### config.mk
export PLATFORM = sky130hd
export DESIGN_NAME = pwm_dec
export DESIGN_NICKNAME = d
export VERILOG_FILES = /design/src/rtl/pwm_pkg.sv /design/src/rtl/pwm_edge_det.sv /design/src/rtl/pwm_dec.sv
export SDC_FILE = /design/constraint.sdc
export NUM_CORES = 1
export LEC_CHECK = 0
export ABC_AREA = 1
export BUFFER_PORTS_ARGS = -buffer_cell sky130_fd_sc_hd__buf_2
export CAP_MARGIN = 20
export CELL_PAD_IN_SITES_DETAIL_PLACEMENT = 1
export CELL_PAD_IN_SITES_GLOBAL_PLACEMENT = 2
export CORE_MARGIN = 2
export CORE_UTILIZATION = 38
export CTS_CLUSTER_DIAMETER = 50
export DETAILED_ROUTE_END_ITERATION = 7
export PLACE_DENSITY = 0.8
export RECOVER_POWER = 100
export SLEW_MARGIN = 30
export SYNTH_ARGS = -nofsm -noshare
export SYNTH_HDL_FRONTEND = slang
export SYNTH_SLANG_ARGS = --single-unit
### constraint.sdc
create_clock -name clk -period 4.5 [get_ports clk]
set_clock_uncertainty 0.2 [all_clocks]
set_input_delay 0 -clock clk [delete_from_list [all_inputs] [get_ports clk]]
set_output_delay 0 -clock clk [all_outputs]
set_load 0.05 [all_outputs]
### src/rtl/pwm_pkg.sv
// Shared PWM11 frame constants and types for the motor-drive PWM encode/decode path.
package pwm_pkg;

   localparam int PWM_PRD   = 2048;
   localparam int PWM_MAG_W = 11;

   typedef enum logic [1:0] {IDLE, HIGH, LOW} pwm_dec_state_t;

   typedef logic signed [11:0] duty_t;

endpackage

### src/rtl/pwm_edge_det.sv
// Pin capture for pwm_dec: single capture flop, or a 2-flop synchronizer when
// PWM_DEC_SYNC_EN is defined. Produces captured pins and the PWM rising-edge pulse.
module pwm_edge_det (
   input  logic clk,
   input  logic rst_n,
   input  logic pwm_i,
   input  logic dir_i,
   output logic pwm_s_o,
   output logic dir_s_o,
   output logic rise_o
);

   logic pwm_s_q;
   logic dir_s_q;
   logic pwm_d_q;

`ifdef PWM_DEC_SYNC_EN
   logic pwm_m_q;
   logic dir_m_q;

   always_ff @(posedge clk or negedge rst_n) begin
      if (!rst_n) begin
         pwm_m_q <= 1'b0;
         dir_m_q <= 1'b0;
         pwm_s_q <= 1'b0;
         dir_s_q <= 1'b0;
      end else begin
         pwm_m_q <= pwm_i;
         dir_m_q <= dir_i;
         pwm_s_q <= pwm_m_q;
         dir_s_q <= dir_m_q;
      end
   end
`else
   always_ff @(posedge clk or negedge rst_n) begin
      if (!rst_n) begin
         pwm_s_q <= 1'b0;
         dir_s_q <= 1'b0;
      end else begin
         pwm_s_q <= pwm_i;
         dir_s_q <= dir_i;
      end
   end
`endif

   always_ff @(posedge clk or negedge rst_n) begin
      if (!rst_n) begin
         pwm_d_q <= 1'b0;
      end else begin
         pwm_d_q <= pwm_s_q;
      end
   end

   assign pwm_s_o = pwm_s_q;
   assign dir_s_o = dir_s_q;
   assign rise_o  = pwm_s_q & ~pwm_d_q;

endmodule

### src/rtl/pwm_dec.sv
// PWM/DIR decoder: measures high time per 2^PRD_W-clock frame and emits a signed duty
// with vld/err strobes. Define PWM_DEC_SYNC_EN to synchronize asynchronous pins.
module pwm_dec
   import pwm_pkg::*;
#(
   parameter int PRD_W = PWM_MAG_W
) (
   input  logic                 clk,
   input  logic                 rst_n,
   input  logic                 PWM,
   input  logic                 DIR,
   output logic signed [PRD_W:0] duty,
   output logic                 vld,
   output logic                 err
);

   localparam int               CNT_W     = PRD_W + 1;
   localparam logic [CNT_W-1:0] FRAME_LEN = {1'b1, {PRD_W{1'b0}}};
   localparam logic [CNT_W-1:0] CNT_ONE   = CNT_W'(1);
   localparam logic [PRD_W-1:0] HI_ONE    = PRD_W'(1);
   localparam logic [PRD_W-1:0] HI_MAX    = '1;

   logic                    pwm_s;
   logic                    dir_s;
   logic                    rise;

   pwm_dec_state_t          state_q;
   logic [CNT_W-1:0]        prd_cnt_q;
   logic [PRD_W-1:0]        hi_cnt_q;
   logic                    dir_l_q;
   logic signed [CNT_W-1:0] duty_q;
   logic                    vld_q;
   logic                    err_q;
   logic [CNT_W-1:0]        mag;

   pwm_edge_det u_edge_det (
      .clk     (clk),
      .rst_n   (rst_n),
      .pwm_i   (PWM),
      .dir_i   (DIR),
      .pwm_s_o (pwm_s),
      .dir_s_o (dir_s),
      .rise_o  (rise)
   );

   assign mag = {1'b0, hi_cnt_q};

   // NOTE: state and outputs are flops, so every assignment here is non-blocking.
   always_ff @(posedge clk or negedge rst_n) begin
      if (!rst_n) begin
         state_q   <= IDLE;
         prd_cnt_q <= '0;
         hi_cnt_q  <= '0;
         dir_l_q   <= 1'b0;
         duty_q    <= '0;
         vld_q     <= 1'b0;
         err_q     <= 1'b0;
      end else begin
         vld_q <= 1'b0;
         err_q <= 1'b0;
         unique case (state_q)
            IDLE: begin
               // While the pin sits high the idle timeout is held off.
               if (rise) begin
                  state_q   <= HIGH;
                  prd_cnt_q <= CNT_ONE;
                  hi_cnt_q  <= HI_ONE;
                  dir_l_q   <= dir_s;
               end else if (pwm_s) begin
                  prd_cnt_q <= '0;
               end else if (prd_cnt_q == FRAME_LEN) begin
                  vld_q     <= 1'b1;
                  duty_q    <= '0;
                  prd_cnt_q <= CNT_ONE;
               end else begin
                  prd_cnt_q <= prd_cnt_q + CNT_ONE;
               end
            end
            HIGH: begin
               if (!pwm_s) begin
                  state_q   <= LOW;
                  prd_cnt_q <= prd_cnt_q + CNT_ONE;
               end else if (hi_cnt_q == HI_MAX) begin
                  err_q     <= 1'b1;
                  state_q   <= IDLE;
                  prd_cnt_q <= '0;
               end else begin
                  hi_cnt_q  <= hi_cnt_q + HI_ONE;
                  prd_cnt_q <= prd_cnt_q + CNT_ONE;
               end
            end
            LOW: begin
               if (rise) begin
                  if (prd_cnt_q == FRAME_LEN) begin
                     vld_q  <= 1'b1;
                     duty_q <= dir_l_q ? -$signed(mag) : $signed(mag);
                  end else begin
                     err_q <= 1'b1;
                  end
                  state_q   <= HIGH;
                  prd_cnt_q <= CNT_ONE;
                  hi_cnt_q  <= HI_ONE;
                  dir_l_q   <= dir_s;
               end else if (prd_cnt_q == FRAME_LEN) begin
                  // Missing rise: the timeout cycle stands in for it, keeping the 2048 cadence.
                  vld_q     <= 1'b1;
                  duty_q    <= '0;
                  prd_cnt_q <= CNT_ONE;
                  hi_cnt_q  <= '0;
               end else begin
                  prd_cnt_q <= prd_cnt_q + CNT_ONE;
               end
            end
            default: begin
               state_q <= IDLE;
            end
         endcase
      end
   end

   assign duty = duty_q;
   assign vld  = vld_q;
   assign err  = err_q;

endmodule

# After elaboration in Yosys (flattened, before gate mapping)
# Cells that the tools add are included.
totals:
  out_inout_bits: 14
  regBits: 43
  wordCells: 69
  in_bits: 4
classes:
  n_mux: 33
  add_sub_neg: 3
  n_bitwise: 2
  reduce_logical: 8
  eq_ne: 13
ops:
  columns: ["operator", "count"]
  rows:
  - ["12-bit two-way mux", 12]
  - ["11-bit two-way mux", 5]
  - ["12-bit one-hot mux with 3 select lines", 1]
  - ["11-bit one-hot mux with 3 select lines", 1]
  - ["12-bit one-hot mux with 2 select lines", 1]
  - ["12-bit by 1-bit adder with 12-bit output, second input constant", 1]
  - ["12-bit == test, second input constant", 1]
  - ["11-bit negation with 12-bit output", 1]
  - ["11-bit by 1-bit adder with 11-bit output, second input constant", 1]
  - ["11-bit == test, second input constant", 1]
  - ["3-bit inequality test, second input constant", 3]
  - ["2-bit inequality test, second input constant", 4]
  - ["1-bit two-way mux", 7]
  - ["2-bit two-way mux", 3]
  - ["5-bit AND reduction", 1]
  - ["2-bit by 1-bit inequality test with 1-bit output, second input constant", 2]
  - ["1-bit one-hot mux with 2 select lines", 2]
  - ["2-bit one-hot mux with 2 select lines", 1]
  - ["2-bit AND reduction", 2]
  - ["4-bit AND reduction", 1]
  - ["3-bit nonzero test", 1]
  - ["2-bit by 1-bit == test with 1-bit output, second input constant", 1]
  - ["2-bit == test, second input constant", 1]
  - ["2-bit zero test", 1]
  - ["4 further kinds", 4]

# Logic depth before layout (Yosys ltp)
depth:
  word_depth: 5
  depth_mapped: 11
  depth_no_buf: 11

# Cells and area by module
# A second synthesis with hierarchy kept.
unflattened:
  hier_cells: 340
  area_unflattened_um2: 2622.5
by_module_without_submodules:
  columns: ["mod", "area_per_inst_um2", "seq_area_each_um2", "instances", "cells_each"]
  rows:
  - ["pwm_dec", 2537.4, 1001.0, 1, 335]
  - ["pwm_edge_det", 85.1, 75.1, 1, 5]

# Worst setup path after synthesis
# OpenSTA, ideal clock, no wires.
synth_path:
  path_type: "reg2reg"
  start: "register state_q[1]"
  end: "register hi_cnt_q[8]"
  setup_time_ns: 0.118
  synth_period_minus_slack_ns: 1.828
  stages_incl_launch_ff: 11
  t_arrival_ns: 1.510
  path_buffers: 2
  setup_slack_ns: 2.672
  required_ns: 4.182
  path_cell_list: "dfrtp_1 > inv_1 > ha_1 > buf_2 > inv_2 > nor2_1 > nor3_4 > o211ai_4 > buf_6 > nand2_1 > o21ai_2"
synth_via:
  elab_chain_len: 3
  elab_cells_between_ends: 10
  cone_classes: "6 x eq/ne; 1 x mux; 3 x reduce/logical"
synth_lines:
  columns: ["element", "line_no", "source"]
  rows:
  - ["from (decl)", "pwm_dec.sv:27", "pwm_dec_state_t state_q;"]
  - ["from (signal assigned)", "pwm_dec.sv:51", "state_q <= IDLE;"]
  - ["from (signal assigned)", "pwm_dec.sv:65", "state_q <= HIGH;"]
  - ["from (signal assigned)", "pwm_dec.sv:81", "state_q <= LOW;"]
  - ["2-bit == test (tied with other cells)", "pwm_dec.sv:61", "unique case (state_q)"]
  - ["3-bit inequality test (no line) (tied with other cells)", null, null]
  - ["5-bit AND reduction (no line)", null, null]
  - ["to (signal assigned)", "pwm_dec.sv:88", "hi_cnt_q <= hi_cnt_q + HI_ONE;"]
  - ["to (decl)", "pwm_dec.sv:29", "logic [PRD_W-1:0] hi_cnt_q;"]
# Parallel ways exist; a longest one is shown, timed or not.
# A chain may end at the register's enable or synchronous reset.

# Worst setup path after layout
layout_path:
  start: "register hi_cnt_q[1]"
  end: "register hi_cnt_q[3]"
layout_via:
  elab_chain_len: 4
  elab_cells_between_ends: 7
  cone_classes: "1 x add/sub; 2 x eq/ne; 3 x mux; 1 x reduce/logical"
layout_lines:
  columns: ["element", "line_no", "source"]
  rows:
  - ["11-bit by 1-bit adder with 11-bit output", "pwm_dec.sv:88", null]
  - ["11-bit two-way mux", "pwm_dec.sv:83", "end else if (hi_cnt_q == HI_MAX) begin"]
  - ["11-bit two-way mux", "pwm_dec.sv:80", "if (!pwm_s) begin"]
  - ["11-bit one-hot mux with 3 select lines", "pwm_dec.sv:61", null]
# Parallel ways exist; a longest one is shown, timed or not. The select of a mux whose other input is x is not followed.

==> results.yml <==
power:
  peakVddDrop_mv: 0.2956
  power_density_nw_per_um2: 463.5
  p_leak_nw: 1.314
floorplan:
  ios: 18
  start_util_pct: 38.98
  coreArea_sq_um: 6719
  die_y_um: 87.02
  die_area_sq_um: 7572
  floorplan.die.width_um: 87.02
  num_rows: 30
setup_path:
  critPathMaxStageDelay_ps: 780
  path_buf_inv: 1
  arrival_ps: 2930
  crit_path_cell_trace: "ha_1 > nand2_1 > nor2_1 > nand3_1 > o211ai_1 > inv_1 > nand2_1 > o21ai_0"
  worstSetupEndpointType: "flip-flop"
  start_kind: "flip-flop"
  cpMostUsedCell: "nand2_1"
  cp_max_fo: 13
  critical_path_class: "flip-flop to flip-flop"
  required_ps: 4480
  crit_path_top_delay_cell: "o211ai_1"
  cp_top_family: "compound AO/OA/AOI/OAI gates"
  ff2ff_setup_slack_ps: 1550
run_status:
  violations: "capacitance limit, slew limit"
  status: "finished, violations left"
global_route:
  grt_pass1_vias: 2199
  grt_pass1_wl_um: 11170
  grt_util_met2_pct: 27.27
  antenna_found_initial: 0
  grt_most_used_layer: "met1"
  grt-ovfl-total: 0
  grt_max_degree: 44
  grtUsageTotal_pct: 18.96
  met3_usage_pct: 3.412
  use_met1_pct: 29.32
finish:
  diodes: 0
  final_nets: 373
  syn_to_final_growth_pct: 7.358
  drive_above_1_share_pct: 6.077
cts:
  cts_tree: "built"
  cts_buffer_depth: 2
  root_buffer: "clkbuf_8"
  cts_sinks: 43
  path_clk_slew_ps: 90
  cts_buffers: 5
  htree_levels: 2
  cts_setup_buffers: 0
  worstSkewPairLatency_ps: 300
  postCtsHoldBufs: 3
  cts-resized-gates: 0
routing:
  vias: 2227
  antenna_left: 0
  drt_iter0_markers: 91
  dr.pass1.iters: 4
  drt-total-wl_um: 6572
  drc: 0
  wl_per_cell_um: 14.87
  avgViaCountPerCell: 5.038
logic_synthesis:
  synth-main-ff-cell: "dfrtp_1"
  netlist_area_sq_um: 2619
  ys_types: 34
  synth-seq-cells: 43
  yosysTopAreaCellShare_pct: 41.09
  synth_edf_count: 0
  syn-num-nets: 353
  postSynthAreaPerCell_sq_um: 7.680
  yosys_warnings: 0
  synth_area_leaders: "dfrtp_1 (41%), nand2_1 (14%), inv_1 (5.3%)"
  yosys.area.top_type: "dfrtp_1"
  async_flop_share_pct: 100.0
  yosysSeqAreaShare_pct: 41.09
  synthCells: 341
sta:
  setup_viol: 0
  rsz0062_at_grt: "no"
  tns_ps: 0
  slew_headroom_pct: -63.06
  hold_viol_final: 0
  min_period_ps: 2947
  worst_pin_slew_ps: 2446
  holdWs_ps: 136.4
  max_clock_freq_ghz: 0.3394
  finalCritPeriodShare_pct: 65.48
  drv_slew: 44
run:
  drv_cap: 1
placed_design:
  hpwl_um: 4903
  io_buffers: 17
  place.gp.congestion: 0.7816
hold_path:
  min_path_type: "primary input to flip-flop"
[synthesized netlist by cell type, types with 3 or more instances]
cell type and n:
a21oi_1 9, dfrtp_1 43, ha_1 8, inv_1 37
inv_2 7, nand2_1 96, nand3_1 25, nand4_1 9
nor2_1 26, nor2_4 3, nor3_1 3, o21ai_0 27
o21ai_1 6, o21ai_2 5, xnor2_1 3, xor2_1 11
[cells by family (layout without fill, tap and decap cells)]
| group | after synthesis | in the layout | synth area share [%] |
|---|---|---|---|
| simple gates | 172 | 172 | 30.29 |
| compound gates | 53 | 53 | 11.99 |
| buf+inv | 51 | 72 | 8.123 |
| flops | 43 | 43 | 41.09 |
| xor+xnor | 14 | 14 | 4.682 |
| fa+ha+maj | 8 | 8 | 3.822 |
[worst reg2reg max path, cell delays in order (launching register included)]
cell	delay, ps
dfrtp_1	410
ha_1	190
nand2_1	90
nor2_1	340
nand3_1	230
o211ai_1	780
inv_1	350
nand2_1	130
o21ai_0	90
[path summary, 6_finish.rpt]
| kind | cells past startpoint | to | start |
|---|---|---|---|
| worst min-delay path | 2 | u_edge_det.pwm_s_o | PWM |
| worst max register to register | 8 | hi_cnt_q[3] | hi_cnt_q[1] |
| worst min register to register | 2 | duty[8] | duty[8] |
| min in group asynchronous | 2 | hi_cnt_q[9] | rst_n |
| worst max-delay path | 8 | hi_cnt_q[3] | hi_cnt_q[1] |
| max in group asynchronous | 2 | u_edge_det.pwm_s_o | rst_n |
[sequential cells by signal (all words and copies together), names as in the netlist]
signal	cells
dir_l_q	1
duty	12
err	1
hi_cnt_q	11
prd_cnt_q	12
state_q	2
u_edge_det.dir_s_o	1
u_edge_det.pwm_d_q	1
u_edge_det.pwm_s_o	1
vld	1
[power by group]
group / switching (mW) / total, mW / leakage [nW] / internal, mW
logic: 0.364 / 0.516 / 0.670 / 0.152
registers: 0.0465 / 0.468 / 0.583 / 0.421
clock network: 0.139 / 0.319 / 0.0612 / 0.180
[metrics by stage]
stage / area [sq um] / util, % / power (mW) / cells / setup WS, ps
6_report: 2811 / 41.84 / 1.303 / 442 / 1553
5_1_grt: 2811 / 41.84 / 1.423 / 442 / 1095
4_1_cts: 2907 / 43.26 / 1.363 / 442 / 2175
3_5_place_dp: 2759 / 41.06 / 1.031 / 431 / 2220
3_3_place_gp: 2756 / 41.02 / 1.026 / 431 / 2274
2_1_floorplan: 2619 / - / 0.9083 / 341 / 2672
[cell usage in the layout (no fill, tap or decap), drive strengths merged, types with 2 or more instances in the layout]
master / synthesis / routed
nand2: 97 / 97
inv: 44 / 44
dfrtp: 43 / 43
o21ai: 38 / 38
nor2: 32 / 32
nand3: 26 / 26
clkbuf: 2 / 21
xor2: 11 / 11
nand4: 10 / 10
a21oi: 9 / 9
ha: 8 / 8
nor3: 4 / 4
xnor2: 3 / 3
dlygate4sd3: 0 / 3
nor4: 2 / 2
buf: 5 / 2
[per-layer routing]
| layer | wire length [um] | vias to the layer above | part of all wire [%] |
|---|---|---|---|
| li1 | - | 1141 | - |
| met5 | 0 | - | 0 |
| met2 | 2731 | 21 | 42 |
| met3 | 143 | 7 | 2.2 |
| met4 | 67 | 0 | 1.0 |
| met1 | 3630 | 1058 | 55 |
[layout make-up]
class                      count  area (sq um)
sequential                    43          1076
inverter                      44         165.2
timing repair buffer          20         96.34
fill                         871          3908
tap                           80         100.1
clock inverter                 2         35.03
clock buffer                   6         82.58
multi-input combinational    247          1256
(Power assumes the default switching activity.)
